===== src/rtl/fetch_controller.sv =====
// Fetch-stage sequencer: issues instruction-memory requests at PCF, waits out a
// variable-latency response, holds data under decode back-pressure and throws
// away responses made stale by an execute-stage redirect.
module fetch_controller #(
  parameter int unsigned     XLEN      = 32,
  parameter int unsigned     MAX_WAIT  = 15,
  parameter logic [XLEN-1:0] NOP_INSTR = XLEN'(32'h0000_0013)
) (
  input  logic            clk,
  input  logic            rst,
  input  logic [XLEN-1:0] PCF,
  input  logic            PCSrcE,
  input  logic            StallD,
  output logic            ImemReq,
  output logic [XLEN-1:0] ImemAddr,
  input  logic            ImemGnt,
  input  logic            ImemRvalid,
  input  logic [XLEN-1:0] ImemRdata,
  output logic [XLEN-1:0] InstrF,
  output logic            InstrValidF,
  output logic            StallF,
  output logic            FlushD,
  output logic            TimeoutErr
);

  localparam int unsigned      CNT_W   = $clog2(MAX_WAIT + 1);
  localparam logic [CNT_W-1:0] CNT_MAX = CNT_W'(MAX_WAIT);

  typedef enum logic [2:0] {
    S_IDLE    = 3'd0,
    S_REQ     = 3'd1,
    S_WAIT    = 3'd2,
    S_HOLD    = 3'd3,
    S_DISCARD = 3'd4
  } state_e;

  state_e           state_q, state_d;
  logic [CNT_W-1:0] cnt_q, cnt_d;
  logic [CNT_W-1:0] cnt_inc;
  logic [XLEN-1:0]  hold_q, hold_d;
  logic             timeout_q, timeout_d;

  // The request address is always the live PC; PCF is held while a request is pending.
  assign ImemAddr   = PCF;
  assign TimeoutErr = timeout_q;

  // Saturating increment of the response wait counter.
  assign cnt_inc = (cnt_q == CNT_MAX) ? cnt_q : cnt_q + CNT_W'(1);

  // State, wait counter, held instruction and sticky timeout flag.
  always_ff @(posedge clk or posedge rst) begin
    if (rst) begin
      state_q   <= S_IDLE;
      cnt_q     <= '0;
      hold_q    <= NOP_INSTR;
      timeout_q <= 1'b0;
    end else begin
      state_q   <= state_d;
      cnt_q     <= cnt_d;
      hold_q    <= hold_d;
      timeout_q <= timeout_d;
    end
  end

  // Next-state and handshake outputs; a redirect always releases the PC and flushes decode.
  always_comb begin
    state_d     = state_q;
    cnt_d       = cnt_q;
    hold_d      = hold_q;
    timeout_d   = timeout_q;
    ImemReq     = 1'b0;
    InstrF      = NOP_INSTR;
    InstrValidF = 1'b0;
    StallF      = 1'b1;
    FlushD      = 1'b0;

    unique case (state_q)
      S_IDLE: begin
        state_d = S_REQ;
      end

      S_REQ: begin
        ImemReq = 1'b1;
        if (PCSrcE) begin
          StallF = 1'b0;
          FlushD = 1'b1;
          // A grant in the redirect cycle belongs to the old PC and must be drained.
          if (ImemGnt) begin
            state_d = S_DISCARD;
            cnt_d   = '0;
          end
        end else if (ImemGnt) begin
          state_d = S_WAIT;
          cnt_d   = '0;
        end
      end

      S_WAIT: begin
        if (ImemRvalid) begin
          if (PCSrcE) begin
            StallF  = 1'b0;
            FlushD  = 1'b1;
            state_d = S_REQ;
          end else begin
            InstrF      = ImemRdata;
            InstrValidF = 1'b1;
            hold_d      = ImemRdata;
            if (!StallD) begin
              StallF  = 1'b0;
              state_d = S_REQ;
            end else begin
              state_d = S_HOLD;
            end
          end
        end else begin
          cnt_d = cnt_inc;
          if (cnt_inc == CNT_MAX) timeout_d = 1'b1;
          if (PCSrcE) begin
            StallF  = 1'b0;
            FlushD  = 1'b1;
            state_d = S_DISCARD;
          end
        end
      end

      S_HOLD: begin
        if (PCSrcE) begin
          StallF  = 1'b0;
          FlushD  = 1'b1;
          state_d = S_REQ;
        end else begin
          InstrF      = hold_q;
          InstrValidF = 1'b1;
          if (!StallD) begin
            StallF  = 1'b0;
            state_d = S_REQ;
          end
        end
      end

      S_DISCARD: begin
        if (PCSrcE) begin
          StallF = 1'b0;
          FlushD = 1'b1;
        end
        if (ImemRvalid) begin
          state_d = S_REQ;
        end else begin
          cnt_d = cnt_inc;
          if (cnt_inc == CNT_MAX) timeout_d = 1'b1;
        end
      end

      default: begin
        state_d = S_IDLE;
      end
    endcase
  end

endmodule

===== config.mk =====
export PLATFORM = sky130hd
export DESIGN_NAME = fetch_controller
export DESIGN_NICKNAME = d
export VERILOG_FILES = /design/src/rtl/fetch_controller.sv
export SDC_FILE = /design/constraint.sdc
export NUM_CORES = 1
export LEC_CHECK = 0
export CAP_MARGIN = 30
export CORE_MARGIN = 10
export CORE_UTILIZATION = 38
export DETAILED_ROUTE_END_ITERATION = 7
export MAX_ROUTING_LAYER = met4
export PLACE_DENSITY = 0.77
export SETUP_SLACK_MARGIN = 0.3
export SKIP_CTS_REPAIR_TIMING = 1
export SLEW_MARGIN = 20
export SYNTH_ARGS = -nofsm -noshare
export SYNTH_HDL_FRONTEND = slang
export SYNTH_SLANG_ARGS = --single-unit

===== constraint.sdc =====
create_clock -name clk -period 1.8 [get_ports clk]
set_input_delay 0.36 -clock clk [delete_from_list [all_inputs] [get_ports clk]]
set_output_delay 0.36 -clock clk [all_outputs]
set_load 0.05 [all_outputs]

==> results.tsv, run 1 <==
stage	metric	value	unit
final_layout	utilization after layout	76.1	%
synthesis	Mapped Nets	376	
die	full die area	9930	um^2
synthesis	Ys Warns	0	
timing	RSZ-0062 raised after global routing	true	
die	Core Rows	28	
timing	worst slew pin tran	0.346	ns
cts	clk sinks	40	
setup_path	Critical Path Fanout Max	6	
final_layout	layout cells sized above 1	49.4	%
grt	initial antenna violation count	0	
final_layout	diode count	0	
drt	post-DR wirelength/cell	16.9	um
flow_run	max-cap violations	0	
setup_path	Slowest cell on crit path	dfrtp_1	
synthesis	area leader, netlist	dfrtp_1	
run_status	outcome	complete, but fails checks	
setup_path	worst reg2reg setup slack	-0.09	ns
power	total power	0.00458	W
final_layout	Final Instance Count excl. Fillers	476	
power	Peak VDD IR	1.09	mV
final_layout	most frequent cells in the layout	nand2_1 (96), buf_4 (48), buf_12 (37), dfrtp_1 (35), clkdlybuf4s50_1 (35)	
setup_path	WS Path Type	flop to output pin	
die	height of the chip	99.6	um
drt	routed via count	2412	
synthesis	register area share after synthesis	41.7	%
drt	ANT nets after route	0	
setup_path	Crit path required time	1.44	ns
synthesis	Synth Flop Type	dfrtp_1	
die	io pins	139	
timing	part of the cycle the worst path needs	116	%
cts	Root Driver	clkbuf_8	
setup_path	data arrival time of the critical path	1.73	ns
grt	first-pass GRT wire length	12200	um
drt	drt via density	5.07	
die	die width	99.6	um
timing	f_max	478	MHz
drt	initial DRC count	84	
place	routability cong.	0.923	
power	Lkg Pwr	2.04	nW
final_layout	Filler cells	390	
run_status	failing checks	negative setup slack	
grt	vias in the first global route	2434	
grt	largest net degree at the start of global routing	41	
synthesis	EDFF count, synth	0	
die	core area	6030	um^2
final_layout	Layout area overhead	90.4	%
timing	Layout Skew	0.00477	ns
final_layout	commonest non-fill, non-tap cell in the layout	nand2_1	
synthesis	Post-Syn Area	2410	um^2
synthesis	syn avg cell area	7.90	um^2
setup_path	Worst path max stage delay	0.38	ns
timing	minimum clock period	2.09	ns
synthesis	ranking of synthesized cells by area	dfrtp_1 (38%), nand2_1 (19%), buf_4 (10%), a21oi_1 (6.6%), dfstp_2 (3.3%)	
timing	Final Setup Violations	40	
drt	drt pass-1 iters	5	
min_path	Hold Crit Class	input port to asynchronous set/reset pin	
place	IO Port Bufs	74	
timing	Final Slew Violations	0	
cts	CTS tree	done	
timing	Max-slew headroom	76.7	%
grt	GRT overflow	0	
final_layout	# nets final	472	
synthesis	Cells after Synth	305	
drt	drt total wl	8030	um
cts	htree depth	2	
setup_path	Startpoint Class	flop	
timing	Final Hold Fails	0	
synthesis	Async SR Flop Fraction	100	%
setup_path	CP endpoint kind	output pin	
synthesis	register bit total from synthesis	40	
die	Initial Util	40.0	%
place	placed cell count	452	
cts	Worst-Skew Late Latency	0.29	ns
synthesis	post-synth top area share	38.4	%
grt	Total GRT Usage	15.1	%
cts	Max Buffers Root-to-Sink	2	
cts	Clk pin slew, worst setup/hold paths	0.07	ns
power	power density over cell area	998	nW/um^2
setup_path	critical-path cell list	nor2b_2 > and3_4 > clkbuf_16 > nand2_2 > a21oi_4 > buf_12	
place	Post-DP HPWL	5680	um
cts	Num CTS Buffers	5	
timing	final setup margin	-0.294	ns
drt	final routed DRC violation total	0	
synthesis	post-synth cell types	42	
[cell usage after synthesis (4+ instances only)]
library cell,instances
buf_2,6
a21oi_1,32
nor2b_1,4
dfrtp_1,37
buf_4,32
nor2_1,5
nand2_1,125
clkbuf_1,11
[kinds of logic after synthesis]
group	Yosys count	share of synthesized area, %
AOI/OAI and AO/OA	53	14.7
adders and majority gates	1	0.519
buffers and inverters	54	14.0
and+or+nand+nor	153	27.2
xor gates and xnor gates	1	0.364
muxes	3	1.45
DFF	40	41.7
[sequential cells by signal (all words and copies together), names as in the netlist]
name	cells
TimeoutErr	1
cnt_q	4
hold_q	32
state_q	3
[metrics by stage]
step | setup TNS, ns | area (um^2) | worst slack (ns) | hold WS (ns)
6_report | -8.81 | 4590 | -0.294 | 0.424
5_1_grt | -10.52 | 4590 | -0.325 | 0.446
4_1_cts | -12.49 | 4270 | -0.401 | 0.434
3_5_place_dp | -13.43 | 4200 | -0.401 | 0.461
3_3_place_gp | -12.18 | 4200 | -0.351 | 0.454
2_1_floorplan | -0.610 | 3040 | -0.0264 | 0.443
[worst max-delay path: cells and delay by family (launching register included)]
kind / cells / cell delay (ns)
AOI/OAI and AO/OA: 1 / 0.15
buffers and inverters: 2 / 0.34
and+or+nand+nor: 3 / 0.56
DFF: 1 / 0.38
[path summary, 6_finish.rpt]
path	startpoint	end	cells after the start
worst max-delay path	state_q[1]	InstrF[3]	6
worst min-delay path	rst	hold_q[8]	3
worst max register to register	state_q[2]	cnt_q[1]	7
worst min register to register	hold_q[1]	hold_q[1]	2
max in group asynchronous	rst	hold_q[1]	3
min in group clk	hold_q[1]	hold_q[1]	2
[cell type report]
cell class                 count  area (um^2)  share of cell area [%]
timing repair buffer         139         1700                    37.1
tap                           75         93.8                    2.05
clock inverter                 1         5.00                   0.109
inverter                       3         11.3                   0.245
multi-input combinational    212         1700                    37.0
clock buffer                   6         72.6                    1.58
sequential                    40         1010                    22.0
[power breakdown]
group	internal (W)	total [W]	leakage (nW)	switching, W
combinational	0.00115	0.00249	1.48	0.00135
sequential	0.00128	0.00152	0.516	0.000237
clock	0.000264	0.000567	0.0410	0.000303
[per-layer routing]
layer	vias up	part of all wire [%]	track usage (%)
met3	6	6.1	4.22
met5	-	0	-
met4	0	1.1	3.53
li1	1155	-	-
met2	90	52	24.3
met1	1161	41	18.3
Note: power is estimated with default switching activity, not from simulation.
==> inputs of run 2 (changes only) <==
Settings changed: CORE_MARGIN 10 to not set, CORE_UTILIZATION 38 to 63, DONT_BUFFER_PORTS set to 1, PLACE_DENSITY 0.77 to 0.76.
==> results.tsv, run 2 <==
stage	metric	value	unit
run_status	outcome	did not finish	
run_status	Fail Step	5_1_grt	
run_status	tool error	[ERROR DPL-0038] Utilization greater than 100%, impossible to legalize	
cts	Max Buffers Root-to-Sink	2	
die	Initial Util	65.8	%
cts	htree depth	2	
synthesis	Ys Warns	0	
synthesis	syn avg cell area	7.90	um^2
timing	post-GRT worst EP	InstrF[24]	
synthesis	register bit total from synthesis	40	
place	IO Port Bufs	0	
synthesis	area leader, netlist	dfrtp_1	
synthesis	most common cell in the netlist	nand2_1	
place	Post-DP HPWL	6260	um
grt	largest net degree at the start of global routing	37	
die	io pins	139	
synthesis	Async SR Flop Fraction	100	%
die	Core Rows	22	
synthesis	EDFF count, synth	0	
synthesis	Cells after Synth	305	
synthesis	register area share after synthesis	41.7	%
synthesis	Mapped Nets	376	
cts	Num CTS Buffers	5	
cts	Root Driver	clkbuf_8	
timing	Worst endpoint type	top-level output	
synthesis	ranking of synthesized cells by area	dfrtp_1 (38%), nand2_1 (19%), buf_4 (10%), a21oi_1 (6.6%), dfstp_2 (3.3%)	
cts	clk sinks	40	
synthesis	most frequent cells after synthesis	nand2_1 (125), dfrtp_1 (37), a21oi_1 (32), buf_4 (32), clkbuf_1 (11)	
die	die width	63.8	um
synthesis	post-synth top area share	38.4	%
place	routability cong.	0.802	
synthesis	post-synth cell types	42	
synthesis	Synth Flop Type	dfrtp_1	
die	height of the chip	63.8	um
synthesis	Post-Syn Area	2410	um^2
-- run 2: cells by family after synthesis --
group / Yosys count / synth area share (%)
AND/OR/NAND/NOR: 153 / 27.2
buffers and inverters: 54 / 14.0
AO/OA/AOI/OAI: 53 / 14.7
flip-flops: 40 / 41.7
multiplexers: 3 / 1.45
XOR/XNOR: 1 / 0.364
adder cells (fa/ha/maj): 1 / 0.519
-- run 2: through the flow --
stage / util (%) / instance area [um^2] / setup TNS (ns) / cells / worst slack, ns
2_1_floorplan: - / 3040 / -0.610 / 305 / -0.0264
3_3_place_gp: 95.3 / 3490 / 0 / 351 / 0.0741
3_5_place_dp: 95.3 / 3490 / -0.00918 / 351 / -0.00533
4_1_cts: 97.8 / 3580 / -10.77 / 359 / -0.385
==> inputs of run 3 (changes only) <==
Settings changed: CORE_UTILIZATION 63 to 40, MAX_ROUTING_LAYER met4 to not set, PLACE_DENSITY 0.76 to not set, PLACE_DENSITY_LB_ADDON set to 0.15, SETUP_SLACK_MARGIN 0.3 to not set.
==> results.tsv, run 3 (synthesis results as in run 1) <==
stage	metric	value	unit
setup_path	Critical Path Fanout Max	7	
final_layout	Top Registers	hold_q (32), cnt_q (4), state_q (3)	
timing	part of the cycle the worst path needs	115	%
cts	clk sinks	40	
setup_path	Worst path max stage delay	0.40	ns
power	Internal Power	0.00260	W
final_layout	layout cells sized above 1	45.1	%
timing	Max-slew headroom	65.4	%
final_layout	Layout area overhead	53.7	%
power	Lkg Pwr	1.56	nW
power	Reg power frac	34.1	%
die	height of the chip	79.6	um
setup_path	CP endpoint kind	output pin	
final_layout	# nets final	390	
final_layout	max reg flops	32	
timing	Final Setup Violations	38	
place	pre-CTS setup slack	-0.00480	ns
cts	Clk pin slew, worst setup/hold paths	0.08	ns
drt	drt via density	5.46	
setup_path	worst reg2reg setup slack	-0.05	ns
timing	Final Hold Fails	0	
final_layout	commonest non-fill, non-tap cell in the layout	nand2_1	
run_status	outcome	complete, but fails checks	
place	Post-DP HPWL	3920	um
die	core area	5640	um^2
place	placed cell count	374	
run_status	failing checks	negative setup slack	
drt	routed via count	2135	
power	Comb power frac	51.0	%
cts	CTS tree	done	
final_layout	most frequent cells in the layout	nand2_1 (96), dfrtp_1 (37), buf_12 (33), nand2_2 (27), a21oi_4 (25)	
cts	Max Buffers Root-to-Sink	2	
grt	vias in the first global route	1934	
final_layout	utilization after layout	65.6	%
place	IO Port Bufs	0	
power	switching share of power	40.1	%
setup_path	data arrival time of the critical path	1.71	ns
final_layout	largest register by flop count	hold_q	
grt	first-pass GRT wire length	9190	um
cts	Worst-Skew Late Latency	0.29	ns
grt	GRT overflow	0	
place	routability cong.	0.755	
timing	worst slew pin tran	0.519	ns
die	io pins	139	
timing	Layout Skew	0.00987	ns
setup_path	Crit path required time	1.44	ns
drt	drt pass-1 iters	4	
die	Core Rows	27	
timing	RSZ-0062 raised after global routing	true	
power	power density over cell area	1170	nW/um^2
grt	Total GRT Usage	18.7	%
drt	drt total wl	6630	um
setup_path	WS Path Type	flop to output pin	
die	full die area	6340	um^2
power	Peak VDD IR	0.535	mV
die	Initial Util	42.7	%
cts	Num CTS Buffers	5	
cts	Root Driver	clkbuf_8	
power	Clk pwr share	14.9	%
power	Sw Pwr	0.00174	W
drt	initial DRC count	129	
final_layout	diode count	0	
setup_path	Slowest cell on crit path	dfrtp_1	
flow_run	max-cap violations	0	
grt	initial antenna violation count	0	
grt	largest net degree at the start of global routing	41	
place	Area after DPL	3180	um^2
die	die width	79.6	um
setup_path	Startpoint Class	flop	
drt	final routed DRC violation total	0	
timing	final setup margin	-0.268	ns
cts	htree depth	2	
timing	f_max	484	MHz
min_path	Hold Crit Class	input port to asynchronous set/reset pin	
drt	ANT nets after route	0	
setup_path	critical-path cell list	nor2b_2 > and3_4 > buf_6 > nand2_2 > a21oi_4 > buf_12	
drt	post-DR wirelength/cell	17.0	um
timing	minimum clock period	2.07	ns
final_layout	Filler cells	406	
final_layout	post-route cell area	3700	um^2
final_layout	Final Instance Count excl. Fillers	391	
timing	Final Slew Violations	0	
==> run 3: cell type report <==
cell class	instances	area, um^2	area share [%]
Inverter	3	11.3	0.304
Sequential cell	40	1000	27.1
Clock buffer	7	96.3	2.60
Multi-Input combinational cell	211	1500	40.4
Tap cell	72	90.1	2.43
Timing Repair Buffer	58	1010	27.2
==> run 3: path summary, 6_finish.rpt <==
kind	start	to	depth (start not counted)
max in group asynchronous	rst	hold_q[1]	2
min in group clk	ImemRdata[4]	hold_q[4]	2
worst max register to register	state_q[0]	cnt_q[2]	6
worst min-delay path	rst	cnt_q[3]	2
worst min register to register	hold_q[4]	hold_q[4]	2
worst max-delay path	state_q[0]	InstrF[20]	6
==> run 3: power groups by stage <==
stage / clock network, W / logic (W) / registers [W]
after floorplan: 0 / 0.00145 / 0.00145
after detailed placement: 0 / 0.00177 / 0.00148
after global placement: 0 / 0.00175 / 0.00146
after CTS: 0.000660 / 0.00177 / 0.00147
final: 0.000648 / 0.00221 / 0.00148
after global routing: 0.000703 / 0.00238 / 0.00152
==> run 3: stage by stage <==
stage                     hold WS, ns  total power [W]  setup TNS [ns]
after detailed placement        0.419          0.00325         -0.0133
final                          0.0763          0.00434           -8.29
after global placement          0.413          0.00321               0
after CTS                       0.100          0.00390           -9.95
after floorplan                 0.439          0.00290           -4.44
after global routing            0.117          0.00460          -11.02
==> run 3: worst max-delay path, delay by kind of cell (launching register included) <==
kind,cells,cell delay (ns)
AND/OR/NAND/NOR,3,0.50
flip-flops,1,0.40
buffers and inverters,2,0.32
AO/OA/AOI/OAI,1,0.18
==> run 3: per-layer routing <==
metal | vias up | global-route usage [%] | share of wire (%) | routed length, um
met4 | 0 | 7.64 | 1.4 | 91
li1 | 994 | - | - | -
met1 | 1046 | 23.2 | 43 | 2850
met2 | 85 | 30.1 | 48 | 3180
met3 | 10 | 5.60 | 7.6 | 505
met5 | - | 0 | 0 | 0
